$ cat src/rtl/jtpang_sdram_resp_if.sv
// Four-bank ROM request bus between the bank requesters, the responder and
// the backing memory read port. The master side is the requester/memory end,
// the slave side is the responder.
interface jtpang_sdram_resp_if #(
   parameter int AW = 22
);
   logic [AW-1:0]   ba0_addr;
   logic [AW-1:0]   ba1_addr;
   logic [AW-1:0]   ba2_addr;
   logic [AW-1:0]   ba3_addr;
   logic [3:0]      ba_rd;
   logic [3:0]      ba_ack;
   logic [3:0]      ba_dst;
   logic [3:0]      ba_dok;
   logic [3:0]      ba_rdy;
   logic [15:0]     data_read;
   logic [AW+1:0]   mem_addr;
   logic            mem_rd;
   logic [15:0]     mem_dout;

   modport master (
      output ba0_addr, ba1_addr, ba2_addr, ba3_addr, ba_rd, mem_dout,
      input  ba_ack, ba_dst, ba_dok, ba_rdy, data_read, mem_addr, mem_rd
   );

   modport slave (
      input  ba0_addr, ba1_addr, ba2_addr, ba3_addr, ba_rd, mem_dout,
      output ba_ack, ba_dst, ba_dok, ba_rdy, data_read, mem_addr, mem_rd
   );
endinterface

$ cat src/rtl/jtpang_sdram_resp.sv
// Responder for the four-bank ROM request bus. Serves one fixed-length burst
// at a time from a synchronous 16-bit memory read port, picking banks in
// round-robin order. Stands in for the SDRAM controller in simulation and in
// SDRAM-less builds.
module jtpang_sdram_resp #(
   parameter int AW      = 22,
   parameter int BURST   = 2,
   parameter int LATENCY = 4
) (
   input  logic                clk,
   input  logic                rst_n,
   jtpang_sdram_resp_if.slave  bus
);
   typedef enum logic [1:0] {IDLE, ACK, WAIT, XFER} state_t;

   // The ACK cycle already holds LATENCY-1, so WAIT lasts LATENCY-1 cycles
   // and the first word lands LATENCY cycles after the ack pulse.
   localparam logic [1:0] LAST_WORD = 2'(BURST - 1);
   localparam logic [3:0] CNT_INIT  = 4'(LATENCY - 1);

   state_t          state;
   logic [1:0]      bank;
   logic [1:0]      rr_ptr;
   logic [1:0]      word;
   logic [3:0]      cnt;
   logic [AW-1:0]   addr;

   logic            found;
   logic [1:0]      pick;
   logic [AW-1:0]   pick_addr;
   logic [3:0]      bank_hot;
   logic [3:0]      pick_hot;

   logic [3:0]      ack_q;
   logic [3:0]      dst_q;
   logic [3:0]      rdy_q;
   logic            rd_q;
   logic [AW+1:0]   maddr_q;
   logic [15:0]     hold_q;

   assign bank_hot = 4'b0001 << bank;
   assign pick_hot = 4'b0001 << pick;

   // Round-robin scan: first requesting bank at or after rr_ptr, modulo 4.
   always_comb begin
      found = 1'b0;
      pick  = rr_ptr;
      for (int i = 0; i < 4; i++) begin
         if (!found && bus.ba_rd[rr_ptr + 2'(i)]) begin
            found = 1'b1;
            pick  = rr_ptr + 2'(i);
         end
      end
   end

   // Address of the bank chosen by the scan, latched on grant.
   always_comb begin
      case (pick)
         2'd0:    pick_addr = bus.ba0_addr;
         2'd1:    pick_addr = bus.ba1_addr;
         2'd2:    pick_addr = bus.ba2_addr;
         default: pick_addr = bus.ba3_addr;
      endcase
   end

   // Main sequencer: grant, latency countdown, then back-to-back burst words
   // with the next memory read issued alongside the current word.
   always_ff @(posedge clk) begin
      if (!rst_n) begin
         state   <= IDLE;
         bank    <= 2'd0;
         rr_ptr  <= 2'd0;
         word    <= 2'd0;
         cnt     <= 4'd0;
         addr    <= '0;
         ack_q   <= 4'd0;
         dst_q   <= 4'd0;
         rdy_q   <= 4'd0;
         rd_q    <= 1'b0;
         maddr_q <= '0;
         hold_q  <= 16'd0;
      end else begin
         ack_q <= 4'd0;
         dst_q <= 4'd0;
         rdy_q <= 4'd0;
         rd_q  <= 1'b0;
         if (state == XFER) begin
            hold_q <= bus.mem_dout;
         end
         case (state)
            IDLE: begin
               if (found) begin
                  bank  <= pick;
                  addr  <= pick_addr;
                  ack_q <= pick_hot;
                  cnt   <= CNT_INIT;
                  state <= ACK;
               end
            end
            ACK: begin
               cnt   <= cnt - 4'd1;
               state <= WAIT;
               if (cnt == 4'd1) begin
                  rd_q    <= 1'b1;
                  maddr_q <= {bank, addr};
               end
            end
            WAIT: begin
               if (cnt == 4'd0) begin
                  state <= XFER;
                  word  <= 2'd0;
                  dst_q <= bank_hot;
                  if (LAST_WORD == 2'd0) begin
                     rdy_q <= bank_hot;
                  end else begin
                     rd_q    <= 1'b1;
                     maddr_q <= {bank, addr + AW'(1)};
                  end
               end else begin
                  cnt <= cnt - 4'd1;
                  if (cnt == 4'd1) begin
                     rd_q    <= 1'b1;
                     maddr_q <= {bank, addr};
                  end
               end
            end
            XFER: begin
               if (word == LAST_WORD) begin
                  state  <= IDLE;
                  rr_ptr <= bank + 2'd1;
               end else begin
                  word  <= word + 2'd1;
                  dst_q <= bank_hot;
                  if ((word + 2'd1) == LAST_WORD) begin
                     rdy_q <= bank_hot;
                  end else begin
                     rd_q    <= 1'b1;
                     maddr_q <= {bank, addr + AW'(word) + AW'(2)};
                  end
               end
            end
            default: state <= IDLE;
         endcase
      end
   end

   assign bus.ba_ack    = ack_q;
   assign bus.ba_dst    = dst_q;
   assign bus.ba_dok    = dst_q;
   assign bus.ba_rdy    = rdy_q;
   assign bus.mem_rd    = rd_q;
   assign bus.mem_addr  = maddr_q;
   assign bus.data_read = (state == XFER) ? bus.mem_dout : hold_q;

endmodule

$ cat src/flat_wrapper.sv
// flat-port wrapper written by rule: the top's interface ports become plain ports
module jtpang_sdram_resp_flat 
#(
   parameter int AW      = 22,
   parameter int BURST   = 2,
   parameter int LATENCY = 4
)
  (clk, rst_n, bus_ba0_addr, bus_ba1_addr, bus_ba2_addr, bus_ba3_addr, bus_ba_rd, bus_mem_dout, bus_ba_ack, bus_ba_dst, bus_ba_dok, bus_ba_rdy, bus_data_read, bus_mem_addr, bus_mem_rd);
  jtpang_sdram_resp_if #(.AW(AW)) bus_i ();
  input  logic clk;
  input  logic rst_n;
  input wire logic [$bits(bus_i.ba0_addr)-1:0] bus_ba0_addr;
  input wire logic [$bits(bus_i.ba1_addr)-1:0] bus_ba1_addr;
  input wire logic [$bits(bus_i.ba2_addr)-1:0] bus_ba2_addr;
  input wire logic [$bits(bus_i.ba3_addr)-1:0] bus_ba3_addr;
  input wire logic [$bits(bus_i.ba_rd)-1:0] bus_ba_rd;
  input wire logic [$bits(bus_i.mem_dout)-1:0] bus_mem_dout;
  output wire logic [$bits(bus_i.ba_ack)-1:0] bus_ba_ack;
  output wire logic [$bits(bus_i.ba_dst)-1:0] bus_ba_dst;
  output wire logic [$bits(bus_i.ba_dok)-1:0] bus_ba_dok;
  output wire logic [$bits(bus_i.ba_rdy)-1:0] bus_ba_rdy;
  output wire logic [$bits(bus_i.data_read)-1:0] bus_data_read;
  output wire logic [$bits(bus_i.mem_addr)-1:0] bus_mem_addr;
  output wire logic [$bits(bus_i.mem_rd)-1:0] bus_mem_rd;
  assign bus_i.ba0_addr = bus_ba0_addr;
  assign bus_i.ba1_addr = bus_ba1_addr;
  assign bus_i.ba2_addr = bus_ba2_addr;
  assign bus_i.ba3_addr = bus_ba3_addr;
  assign bus_i.ba_rd = bus_ba_rd;
  assign bus_i.mem_dout = bus_mem_dout;
  assign bus_ba_ack = bus_i.ba_ack;
  assign bus_ba_dst = bus_i.ba_dst;
  assign bus_ba_dok = bus_i.ba_dok;
  assign bus_ba_rdy = bus_i.ba_rdy;
  assign bus_data_read = bus_i.data_read;
  assign bus_mem_addr = bus_i.mem_addr;
  assign bus_mem_rd = bus_i.mem_rd;
  jtpang_sdram_resp #(.AW(AW), .BURST(BURST), .LATENCY(LATENCY)) u_core (.clk(clk), .rst_n(rst_n), .bus(bus_i));
endmodule
$ cat config.mk
export PLATFORM = sky130hd
export DESIGN_NAME = jtpang_sdram_resp_flat
export DESIGN_NICKNAME = d
export VERILOG_FILES = /design/src/rtl/jtpang_sdram_resp_if.sv /design/src/rtl/jtpang_sdram_resp.sv /design/src/flat_wrapper.sv
export SDC_FILE = /design/constraint.sdc
export NUM_CORES = 1
export LEC_CHECK = 0
export ABC_AREA = 0
export CORE_MARGIN = 3
export CORE_UTILIZATION = 30
export DETAILED_ROUTE_END_ITERATION = 12
export GPL_TIMING_DRIVEN = 0
export PLACE_DENSITY = 0.66
export REMOVE_ABC_BUFFERS = 1
export SLEW_MARGIN = 15
export SYNTH_ARGS = -nofsm -noshare
export SYNTH_HDL_FRONTEND = slang
export SYNTH_SLANG_ARGS = --single-unit
export TNS_END_PERCENT = 30
$ cat constraint.sdc
create_clock -name clk -period 2.3 [get_ports clk]
set_clock_uncertainty 0.05 [all_clocks]
set_input_delay 0.345 -clock clk [delete_from_list [all_inputs] [get_ports clk]]
set_output_delay 0.345 -clock clk [all_outputs]
set_load 0.01 [all_outputs]
# Yosys cells after proc, flatten, opt, wreduce, memory -nomap -nowiden
# Index checks and enable logic that the tools add are counted.
# W data, S select, Z words.
# op_classes
magnitude_cmp	4
addsub	9
muxes	40
eq_ne	14
reduce_logical	20
bitwise_logic	3
shifts	2
# ops
cell	n
$mux W24	4
$pmux W24 S3	1
$pmux W22 S3	1
$add A22 B1 Y22 const B	1
$add A22 B2 Y22	1
$add A22 B2 Y22 const B	1
$mux W16	1
$mux W2	8
$mux W4	4
$reduce_and A3 Y1	5
$lt A2 B3 Y1 const B	4
$mux W1	12
$pmux W4 S3	1
$bmux W1 S2	4
$eq A2 B1 Y1 const B	4
$pmux W2 S4	1
$pmux W4 S2	1
$shl A1 B2 Y4 const A	2
$add A2 B1 Y2 const B	3
$eq A2 B2 Y1 const B	3
$ne A2 B1 Y1 const B	3
$ne A2 B2 Y1 const B	3
$reduce_bool A3 Y1	2
$add A2 B2 Y2 const B	2
other kinds (12)	20
# word_totals
regBits	87
in_bits	110
elab_cells	104
output_inout_bits	57

# Longest topological paths before layout
# Gate-level depths: netlist of the first run.
# logic_depth
word_depth	14
ltp_mapped	10
mapped_depth_nobuf	10

# Worst setup path before layout of the first run
# Ideal clock, no wire load.
# synth_path
path_kind	flip-flop to flip-flop
startpoint	reg u_core.addr[1]
endpoint	reg u_core.maddr_q[17], in the netlist u_core.bus.mem_addr[17]
setup_slack_ns	-0.113
setup_ns	0.117
stages_incl_launch_ff	11
path_buffers	0
arrival_ns	2.246
synth_period_minus_slack_ns	2.413
required_time_ns	2.133
cell_sequence	dfxtp_1 -> inv_1 -> ha_1 -> inv_1 -> ha_1 -> inv_1 -> fa_1 -> o31ai_1 -> nand2_1 -> o32a_1 -> a22o_1
# synth_via
elab_chain_cells	5
elab_cells_between_ends	7
cone_classes	3 x add/sub; 4 x mux
# synth_rtl
element	line	source
start: declaration	jtpang_sdram_resp.sv:26	logic [AW-1:0] addr;
start signal: assignment	jtpang_sdram_resp.sv:94	addr <= pick_addr;
$add A22 B2 Y22 (2 in a row)	jtpang_sdram_resp.sv:138	maddr_q <= {bank, addr + AW'(word) + AW'(2)};
$mux W24	jtpang_sdram_resp.sv:134	if ((word + 2'd1) == LAST_WORD) begin
$mux W24	jtpang_sdram_resp.sv:128	if (word == LAST_WORD) begin
$pmux W24 S3 *	jtpang_sdram_resp.sv:90	case (state)
end signal: assignment	jtpang_sdram_resp.sv:105	maddr_q <= {bank, addr};
end signal: assignment	jtpang_sdram_resp.sv:123	maddr_q <= {bank, addr};
end signal: assignment	jtpang_sdram_resp.sv:138	
end: declaration	jtpang_sdram_resp.sv:38	logic [AW+1:0] maddr_q;
# Mark *: on every way between the ends. The rest lies on a longest branch, timed or not. The select of a mux whose other input is x is not followed.
# A chain may end at the register's enable or synchronous reset.

# Worst setup path in the final report of the first run
# layout_path
startpoint	reg u_core.word[1]
endpoint	reg u_core.maddr_q[17], in the netlist u_core.bus.mem_addr[17]
# layout_via
elab_chain_cells	5
elab_cells_between_ends	11
cone_classes	3 x add/sub; 4 x eq/ne; 3 x mux; 1 x reduce/logical
# layout_rtl
element	line	source
start: declaration	jtpang_sdram_resp.sv:24	logic [1:0] word;
start signal: assignment	jtpang_sdram_resp.sv:132	word <= word + 2'd1;
$add A22 B2 Y22 (2 in a row)	jtpang_sdram_resp.sv:138	
$mux W24	jtpang_sdram_resp.sv:134	
$mux W24	jtpang_sdram_resp.sv:128	
$pmux W24 S3	jtpang_sdram_resp.sv:90	
# Several ways; a longest one is shown, not always the timed one. The select of a mux whose other input is x is not followed.

==> results of run 1 <==
kinds of logic after synthesis:
family / after synthesis
AND/OR/NAND/NOR: 185
AO/OA/AOI/OAI: 138
flip-flops: 87
buffers and inverters: 66
multiplexers: 64
adder cells (fa/ha/maj): 20
flip-flops by register name, summed over array words and instances, names as in the netlist, 4 cells and up:
register             cells
u_core.bus.ba_dok        4
u_core.bus.ba_rdy        4
u_core.bus.ba_ack        4
u_core.bus.mem_addr     24
u_core.hold_q           16
u_core.cnt               4
u_core.addr             22
cell type report:
class / instances / area [um2] / area share [%]
well taps: 220 / 275 / 3.67
multi-input cells: 407 / 3240 / 43.2
flip-flops and latches: 87 / 1760 / 23.4
clock buffers: 10 / 229 / 3.05
repair buffers: 187 / 1840 / 24.5
clock inverters: 6 / 70.1 / 0.933
inverters: 24 / 92.6 / 1.23
per-stage QoR:
stage | worst slack [ns] | hold slack [ns] | utilization [%] | TNS (ns) | std cells
after floorplan | -4.27 | 0.401 | - | -114.86 | 518
after global placement | -7.21 | 0.384 | 40.9 | -221.31 | 904
after detailed placement | -1.67 | 0.385 | 41.6 | -30.08 | 920
after CTS | -0.0221 | 0.393 | 44.5 | -0.0221 | 942
after global routing | -0.0910 | 0.426 | 45.1 | -0.328 | 941
final | 0.0149 | 0.388 | 45.1 | 0 | 941
routing by layer:
layer	GRT usage [%]	share of wire (%)	vias to the layer above
li1	-	-	2378
met1	19.2	41	2273
met2	28.1	48	190
met3	5.74	9.4	18
met4	3.81	1.2	0
met5	0	0	-
where the power goes:
group / leakage, nW / internal, mW / switching (mW) / total [mW]
Clock: 0.135 / 0.847 / 0.622 / 1.47
Combinational: 2.00 / 1.22 / 1.29 / 2.51
Sequential: 0.713 / 1.79 / 0.388 / 2.18
Total: 2.85 / 3.86 / 2.30 / 6.16
timing repair:
| item | 4_1_cts | 5_1_grt |
|---|---|---|
| endpoints found under the hold margin | 0 | 0 |
| cloned | 1 | 0 |
| resized for setup | 51 | 31 |
| endpoints found under the setup margin | 61 | 31 |
| pin swaps | 7 | 7 |
| setup buffers | 8 | 0 |
worst reg2reg max path, delay by kind of cell (launching register included):
kind                       cells  cell delay, ns
and+or+nand+nor                1            0.10
AOI/OAI and AO/OA              3            0.71
adders and majority gates      3            0.84
DFF                            1            0.34
buffers and inverters          3            0.14
synthesized netlist by cell type, types with 10 or more instances:
library cell,instances
nand4_1,10
dfxtp_1,87
buf_2,18
o221ai_2,18
ha_1,19
nand2_1,62
nor2_1,18
clkbuf_1,13
nand3_1,11
mux2_2,16
a21oi_1,16
o21ai_0,23
inv_1,24
and2_1,32
mux2i_1,48
nor2b_1,10
placed cells by master (no fill, tap or decap), types with 4 or more instances in the layout:
cell type | netlist | routed
mux2i_1 | 48 | 46
a21oi_1 | 16 | 15
a21boi_0 | 7 | 7
and2_1 | 32 | 29
clkdlybuf4s50_1 | 0 | 146
o211a_1 | 4 | 4
nor4_1 | 4 | 4
buf_4 | 5 | 9
nand2_1 | 62 | 60
inv_2 | 0 | 4
o21ai_0 | 23 | 22
o221ai_1 | 5 | 5
dfxtp_1 | 87 | 79
buf_6 | 6 | 4
o31ai_1 | 7 | 6
o221ai_2 | 18 | 18
ha_4 | 0 | 4
a31oi_1 | 5 | 5
dlygate4sd2_1 | 0 | 18
nor3_1 | 9 | 6
nand4_1 | 10 | 10
dfxtp_2 | 0 | 5
mux2_2 | 16 | 16
nor2b_1 | 10 | 10
nand3_1 | 11 | 11
o22ai_1 | 6 | 5
nor2_1 | 18 | 17
a22oi_1 | 5 | 4
and4_1 | 4 | 4
and3_1 | 5 | 5
ha_1 | 19 | 15
o211ai_1 | 5 | 5
inv_1 | 24 | 19
buf_2 | 18 | 6
clkbuf_16 | 0 | 9
worst min path at each step:
stage | from | end | slack [ns] | depth (start not counted)
3_3_place_gp | u_core.bus.mem_addr[9] | u_core.bus.mem_addr[9] | 0.38 | 2
4_1_cts | u_core.bus.mem_addr[9] | u_core.bus.mem_addr[9] | 0.39 | 2
3_5_place_dp | u_core.bus.mem_addr[9] | u_core.bus.mem_addr[9] | 0.38 | 2
2_1_floorplan | u_core.addr[21] | u_core.addr[21] | 0.40 | 2
5_1_grt | u_core.bus.mem_addr[9] | u_core.bus.mem_addr[9] | 0.43 | 2
6_report | u_core.bus.mem_addr[9] | u_core.bus.mem_addr[9] | 0.39 | 2
==> out/qor.txt, run 1 <==
Netlist cell types - 66
Worst setup path start - u_core.word[1]
WP data arrival - 2.47 ns
Post-synthesis sequential area ratio - 34.0%
Detailed-router iteration count before antenna repair - 5
Kind of critical path - reg -> reg
Post-Syn Area - 5120 um2
Final hold viol count - 0
Top delay family on crit path - adder cells
Via count - 4859
Worst path slowest cell - fa_2
Synth area leader - dfxtp_1
Skew-Pair Late Insertion Delay - 0.35 ns
Power density over the cells - 820 nW/um2
Vias per inst - 5.16
Asr flop ratio synth - 0%
Post-synthesis compound-gate area fraction - 22.1%
Initial antenna violation count - 0
Die Span Y - 137 um
First-pass GRT wire length - 24000 um
Tot GR Track Use - 16.2%
Post-DRT Antenna Nets - 0
Die area - 18700 um2
Critical path startpoint category - flip-flop
Simple-gate share of the synthesized area - 19.4%
Largest cells by area after synthesis - dfxtp_1 34%, mux2i_1 9.4%, o221ai_2 5.3%, ha_1 4.6%, nand2_1 4.5%
CTS tree - done
Worst reg2reg startpoint - u_core.word[1]
Die Wd - 137 um
Buffers on Ports - 166
Detailed placement HPWL - 11500 um
Io pins - 167
Gr ovfl total - 0
R2R depth - 10
Core ar. - 16600 um2
CTS Buf Count - 9
Number of flops mapped to enable cells by yosys - 0
Layout net count - 846
Clock sinks - 87
Crit. path cell count - 10
Period utilization - 99.4%
VDD IR max - 0.448 mV
Leakage - 2.85 nW
Avg WL per Cell - 16.4 um
# diodes - 0
Type of the worst min-delay path - reg -> reg
FMAX - 438 MHz
Worst-path clk slew - 0.06 ns
Design Area, Final - 7510 um2
Filler cells - 1601
Synthesis-to-layout area growth - 46.7%
Setup Viol. Count Final - 0
Cell count after synthesis - 560
Critical path data required time - 2.49 ns
Worst-margin pin slew - 0.703 ns
Max-cap violations - 0
Layout cells sized above 1 - 16.9%
Slew Viols, Final - 0
Min Tclk post-route - 2.29 ns
Area after DPL - 6930 um2
Yosys warning count - 0
Flop-to-flop setup slack - 0.01 ns
Mux contribution to synthesized area - 12.9%
Synth Area in XOR/XNOR - 0%
Synthesized area per cell - 9.14 um2
CP Capture Type - flip-flop
CP peak stage delay - 0.48 ns
Hold buffer count at cts - 0
CTS Buffer Depth - 2
Adder-cell area share of the yosys netlist - 5.04%
Starting Density - 30.7%
Status - completed
GPL Wtd Cong - 0.890
Vias in the first global route - 4624
Critical-path maximum fanout - 5
Pwr Total - 6.16 mW
# H-tree levels - 3
Max_slew headroom - 53.1%
Crit path to - u_core.bus.mem_addr[17]
Largest net degree at the start of global routing - 46
R2r endpoint - u_core.bus.mem_addr[17]
Root Buffer - clkbuf_16
Top FF cell, synth - dfxtp_1
Top cell type's share of synthesized area - 34.0%
Largest family of logic cells by synthesized area - compound AO/OA/AOI/OAI gates
WL final - 15400 um
DRC violations left - 0
# rows - 47
DR iter-0 viols - 284
WP buf/inv - 3
Crit path cell chain - inv_2 > ha_4 > inv_4 > ha_4 > inv_2 > fa_2 > o31ai_4 > nand2_1 > o32a_1 > a22o_1
RSZ-0062 raised after global routing - yes
FF+latch count, synth - 87
Note: power is estimated with default switching activity, not from simulation.
==> inputs of run 2 (changes only) <==
--- a/config.mk
+++ b/config.mk
@@ -10,7 +10,7 @@
 export CORE_UTILIZATION = 30
 export DETAILED_ROUTE_END_ITERATION = 12
 export GPL_TIMING_DRIVEN = 0
-export PLACE_DENSITY = 0.66
+export PLACE_DENSITY = 0.63
 export REMOVE_ABC_BUFFERS = 1
 export SLEW_MARGIN = 15
 export SYNTH_ARGS = -nofsm -noshare
==> out/qor.txt, run 2 (synthesized netlist as in run 1, its figures left out) <==
Die area - 18700 um2 (unchanged)
First-pass GRT wire length - 25700 um (+6.9%)
Placed cell count - 918 (-0.22%)
Buffers on Ports - 166 (unchanged)
Design Area, Final - 7620 um2 (+1.5%)
Die Span Y - 137 um (unchanged)
Leakage - 3.06 nW (+7.4%)
Grt met2 use - 31.5% (+3.3 points)
VDD IR max - 0.495 mV (+11%)
Final hold viol count - 0 (unchanged)
Skew-Pair Late Insertion Delay - 0.35 ns (about the same)
CP Capture Type - flip-flop
TNS Setup - -0.00895 ns (-0.00895 ns)
Critical-path maximum fanout - 7 (+2)
Kind of critical path - reg -> reg
RSZ-0062 raised after global routing - yes
WP data arrival - 2.50 ns (+0.03 ns)
Largest net degree at the start of global routing - 46 (unchanged)
Worst-path clk slew - 0.06 ns (about the same)
Core ar. - 16600 um2 (unchanged)
Period utilization - 100% (+1.0 points)
Vias per inst - 5.15 (-0.23%)
Initial antenna violation count - 0 (unchanged)
Slew Viols, Final - 0 (unchanged)
Min Tclk post-route - 2.31 ns (+0.0238 ns)
DR iter-0 viols - 249 (-12%)
GR Util met3 - 5.04% (-0.70 points)
Avg WL per Cell - 17.2 um (+5.0%)
Die Wd - 137 um (unchanged)
Detailed placement HPWL - 12000 um (+4.5%)
WL final - 16400 um (+6.6%)
Io pins - 167 (unchanged)
Violated checks - negative setup slack
CTS Buffer Depth - 2 (unchanged)
# rows - 47 (unchanged)
Critical path data required time - 2.50 ns (about the same)
Commonest non-fill, non-tap cell in the layout - clkdlybuf4s50_1
Layout net count - 860 (+1.7%)
Post-DRT Antenna Nets - 0 (unchanged)
Area after DPL - 6880 um2 (-0.60%)
Synthesis-to-layout area growth - 48.9%
CTS tree - done
Setup Viol. Count Final - 1 (+1)
Vias in the first global route - 5132 (+11%)
Pwr Total - 6.14 mW (-0.29%)
Power density over the cells - 805 nW/um2 (-1.8%)
Status - finished with violations
Post-route setup slack - -0.00895 ns (-0.0238 ns)
Max_slew headroom - 44.9% (-8.2 points)
Root Buffer - clkbuf_16
Critical path startpoint category - flip-flop
Detailed-router iteration count before antenna repair - 5 (unchanged)
DRC violations left - 0 (unchanged)
Max-cap violations - 0 (unchanged)
Tot GR Track Use - 17.4% (+1.1 points)
Met1 GRT Util - 19.2% (about the same)
Max reg flops - 24 (unchanged)
Worst-margin pin slew - 0.818 ns (+0.116 ns)
Filler cells - 1550 (-3.2%)
Clock sinks - 87 (unchanged)
Post-Layout Cell Count - 955 (+1.5%)
Commonest cells after routing, fill and taps aside - 145 x clkdlybuf4s50_1, 78 x dfxtp_1, 62 x nand2_1
Via count - 4920 (+1.3%)
CTS Buf Count - 9 (unchanged)
FMAX - 433 MHz (-1.0%)
Layout cells sized above 1 - 18.2% (+1.3 points)
Starting Density - 30.7% (unchanged)
R2R depth - 10 (unchanged)
Gr ovfl total - 0 (unchanged)
# diodes - 0 (unchanged)
Dpl ws - -2.38 ns (-0.715 ns)
Type of the worst min-delay path - reg -> reg
GPL Wtd Cong - 0.829 (-6.8%)
# H-tree levels - 3 (unchanged)
Gr busiest metal - met2
Hold path depth - 2 (unchanged)
[run 2: cell types whose count changed in the layout (fill, tap and decap cells not counted), sizes merged]
cell           change
clkinvlp           -1
bufinv             -1
dlymetal6s2s      +11
clkdlybuf4s15      -1
clkbuf             +2
clkinv             +1
clkdlybuf4s50      -1
bufbuf             -1
buf               +15
dlygate4sd2       -10
[run 2: timing repair]
item	4_1_cts	5_1_grt
setup buffers	21	8
gates resized for setup	57	33
hold buffers	0	0
setup endpoints to repair	68	44
pin swaps	9	7
[run 2: path summary, 6_finish.rpt]
| path | from | endpoint | slack (ns) |
|---|---|---|---|
| max | u_core.word[1] | u_core.bus.mem_addr[16] | -0.009 |
| min | u_core.bus.mem_addr[9] | u_core.bus.mem_addr[9] | 0.39 |
| max reg2reg | u_core.word[1] | u_core.bus.mem_addr[16] | -0.009 |
| min reg2reg | u_core.bus.mem_addr[9] | u_core.bus.mem_addr[9] | 0.39 |
[run 2: worst max-delay path, cell delays in order, from the launching register on]
cell and delay, ns:
dfxtp_2 0.36, inv_4 0.05, ha_4 0.27, inv_4 0.03
ha_4 0.14, buf_4 0.12, a21o_1 0.19, a32oi_2 0.44
nor3_2 0.11, a32o_1 0.26, a31o_1 0.17
[run 2: final cells by class]
class | count | area (um2) | share of cell area [%]
Clock buffer | 11 | 253 | 3.32
Sequential cell | 87 | 1760 | 23.1
Clock inverter | 5 | 41.3 | 0.542
Inverter | 24 | 95.1 | 1.25
Multi-Input combinational cell | 407 | 3230 | 42.4
Tap cell | 220 | 275 | 3.61
Timing Repair Buffer | 201 | 1970 | 25.8
[run 2: routing by layer]
layer  wire length (um)  part of all wire, %
met4                363                  2.2
met2               8290                   50
met1               6490                   39
met5                  0                    0
met3               1300                  7.9
[run 2: stage by stage]
stage	hold slack, ns	util, %
finish	0.387	45.8
global route	0.414	45.8
CTS	0.393	44.9
detailed placement	0.385	41.4
global placement	0.384	40.9
floorplan	0.401	-
[run 2: report_power, final]
part / internal, mW / switching (mW) / total, mW
Combinational: 1.23 / 1.30 / 2.54
Sequential: 1.80 / 0.387 / 2.18
Clock: 0.798 / 0.622 / 1.42
Total: 3.82 / 2.31 / 6.14
==> inputs of run 3 (changes only) <==
--- a/config.mk
+++ b/config.mk
@@ -7,10 +7,9 @@
 export LEC_CHECK = 0
 export ABC_AREA = 0
 export CORE_MARGIN = 3
-export CORE_UTILIZATION = 30
+export CORE_UTILIZATION = 32
 export DETAILED_ROUTE_END_ITERATION = 12
-export GPL_TIMING_DRIVEN = 0
-export PLACE_DENSITY = 0.63
+export PLACE_DENSITY = 0.66
 export REMOVE_ABC_BUFFERS = 1
 export SLEW_MARGIN = 15
 export SYNTH_ARGS = -nofsm -noshare
==> out/qor.txt, run 3 (synthesized netlist as in run 1, its figures left out) <==
CTS Buffer Depth - 2 (unchanged)
GPL Wtd Cong - 0.894 (+7.8%)
Clock sinks - 87 (unchanged)
Die Span Y - 132 um (-3.0%)
Status - finished with violations
Avg WL per Cell - 16.9 um (-2.0%)
Met3 WL - 1370 um (+5.1%)
Crit path cell chain - inv_2 > ha_4 > inv_4 > ha_4 > inv_2 > fa_2 > buf_6 > o22a_4 > nor4b_4 > a211oi_2 > o22ai_1
Commonest cells after routing, fill and taps aside - 150 x clkdlybuf4s50_1, 83 x dfxtp_1, 62 x nand2_1
Worst reg2reg startpoint - u_core.word[1]
CP Capture Type - flip-flop
Max_slew headroom - 63.2% (+18 points)
Slew Viols, Final - 0 (unchanged)
Dpl ws - -0.189 ns (+2.19 ns)
Post-DRT Antenna Nets - 0 (unchanged)
Design Area, Final - 7860 um2 (+3.1%)
Routed length on met2 - 7230 um (-13%)
Skew-Pair Late Insertion Delay - 0.35 ns (about the same)
WL final - 16500 um (+0.40%)
DRC violations left - 0 (unchanged)
Critical path startpoint category - flip-flop
Io pins - 167 (unchanged)
Max reg flops - 24 (unchanged)
CTS tree - done
Layout net count - 892 (+3.7%)
Gr ovfl total - 0 (unchanged)
Setup Viol. Count Final - 2 (+1)
Die area - 17500 um2 (-6.0%)
Hold buffer count at cts - 0 (unchanged)
Worst-path clk slew - 0.07 ns (about the same)
# rows - 45 (-4.3%)
Layout cells sized above 1 - 19.8% (+1.6 points)
Worst-margin pin slew - 0.547 ns (-0.271 ns)
Met1 Routed Length - 7640 um (+18%)
WHS Endpoint - u_core.bus.mem_addr[9]
Violated checks - negative setup slack
Vias per inst - 5.20 (+0.86%)
# H-tree levels - 3 (unchanged)
Filler cells - 1422 (-8.3%)
Largest net degree at the start of global routing - 25 (-46%)
Synthesis-to-layout area growth - 53.5%
Worst path slowest cell - fa_2
Final core occ - 50.9% (+5.1 points)
DR iter-0 viols - 263 (+5.6%)
Critical-path maximum fanout - 5 (-2)
Root Buffer - clkbuf_16
Top Metal Used - met4
Detailed placement HPWL - 12800 um (+6.6%)
Hold_sp - u_core.bus.mem_addr[9]
Critical path data required time - 2.53 ns (+0.03 ns)
First-pass GRT wire length - 26000 um (+1.4%)
FMAX - 433 MHz (about the same)
Flop-to-flop setup slack - -0.007 ns (about the same)
Via count - 5082 (+3.3%)
Period utilization - 100% (about the same)
WP buf/inv - 4 (+1)
Buffers on Ports - 166 (unchanged)
RSZ-0062 raised after global routing - yes
TNS Setup - -0.0136 ns (-0.00467 ns)
Detailed-router iteration count before antenna repair - 5 (unchanged)
Fin Hold WS - 0.395 ns (+0.00736 ns)
Tot GR Track Use - 18.2% (+0.84 points)
R2r endpoint - u_core.bus.mem_addr[21]
Power density over the cells - 852 nW/um2 (+5.8%)
Die Wd - 132 um (-3.0%)
Vias in the first global route - 5068 (-1.2%)
Max-cap violations - 0 (unchanged)
Leakage - 3.09 nW (+0.80%)
Type of the worst min-delay path - reg -> reg
Post-route setup slack - -0.00723 ns (+0.00172 ns)
CTS Buf Count - 9 (unchanged)
Final hold viol count - 0 (unchanged)
Top delay family on crit path - adder cells
# diodes - 0 (unchanged)
WP data arrival - 2.54 ns (+0.04 ns)
Area after DPL - 7360 um2 (+6.9%)
Hold path depth - 2 (unchanged)
Initial antenna violation count - 0 (unchanged)
VDD IR max - 0.534 mV (+7.7%)
Commonest non-fill, non-tap cell in the layout - clkdlybuf4s50_1
Starting Density - 33.2% (+2.4 points)
CP peak stage delay - 0.39 ns (-0.05 ns)
Core ar. - 15400 um2 (-7.3%)
R2R depth - 11 (+1)
Min Tclk post-route - 2.31 ns (-0.00172 ns)
Kind of critical path - reg -> reg
[run 3: how the worst max path moves through the flow]
stage,start,slack (ns),to,depth (start not counted)
CTS,u_core.word[1],-0.06,u_core.bus.mem_addr[17],10
detailed placement,u_core.addr[1],-0.19,u_core.bus.mem_addr[21],11
finish,u_core.word[1],-0.007,u_core.bus.mem_addr[21],11
global placement,bus_ba_rd[0],-0.14,u_core.addr[0],8
floorplan,u_core.rr_ptr[1],-4.27,u_core.addr[0],4
global route,u_core.word[1],-0.11,u_core.bus.mem_addr[21],11
[run 3: metrics by stage]
step | power [mW] | std cells
final | 6.69 | 978
after global routing | 7.10 | 978
after CTS | 6.63 | 976
after detailed placement | 4.96 | 960
after global placement | 4.91 | 960
after floorplan | 3.52 | 518
[run 3: what timing repair did]
item | CTS | global route
hold endpoints to repair | 0 | 0
buffers inserted | 0 | 2
setup endpoints to repair | 26 | 19
gates cloned | 0 | 0
pin swaps | 4 | 13
resized for setup | 33 | 25
[run 3: layout make-up]
cell class                 instances  area [um2]  share of cell area (%)
timing repair buffer             233        2230                    28.4
sequential                        87        1750                    22.3
tap                              211         264                    3.36
clock inverter                     7         103                    1.31
multi-input combinational        407        3190                    40.6
inverter                          24        92.6                    1.18
clock buffer                       9         225                    2.87
[run 3: worst register-to-register path, delay by kind of cell, from the launching register on]
kind / cells / cell delay [ns]
simple gates: 1 / 0.32
fa+ha+maj: 3 / 0.76
buf+inv: 4 / 0.28
flops: 1 / 0.34
compound gates: 3 / 0.50
[run 3: power by group]
group / internal [mW] / switching (mW) / total (mW) / leakage, nW
Sequential: 1.79 / 0.330 / 2.12 / 0.710
Combinational: 1.49 / 1.46 / 2.96 / 2.22
Clock: 0.965 / 0.649 / 1.61 / 0.157
Total: 4.25 / 2.44 / 6.69 / 3.09
[run 3: layer usage]
layer	vias up	GRT usage (%)
met1	2395	24.9
met5	-	0
li1	2467	-
met4	0	6.12
met2	202	28.0
met3	18	4.75
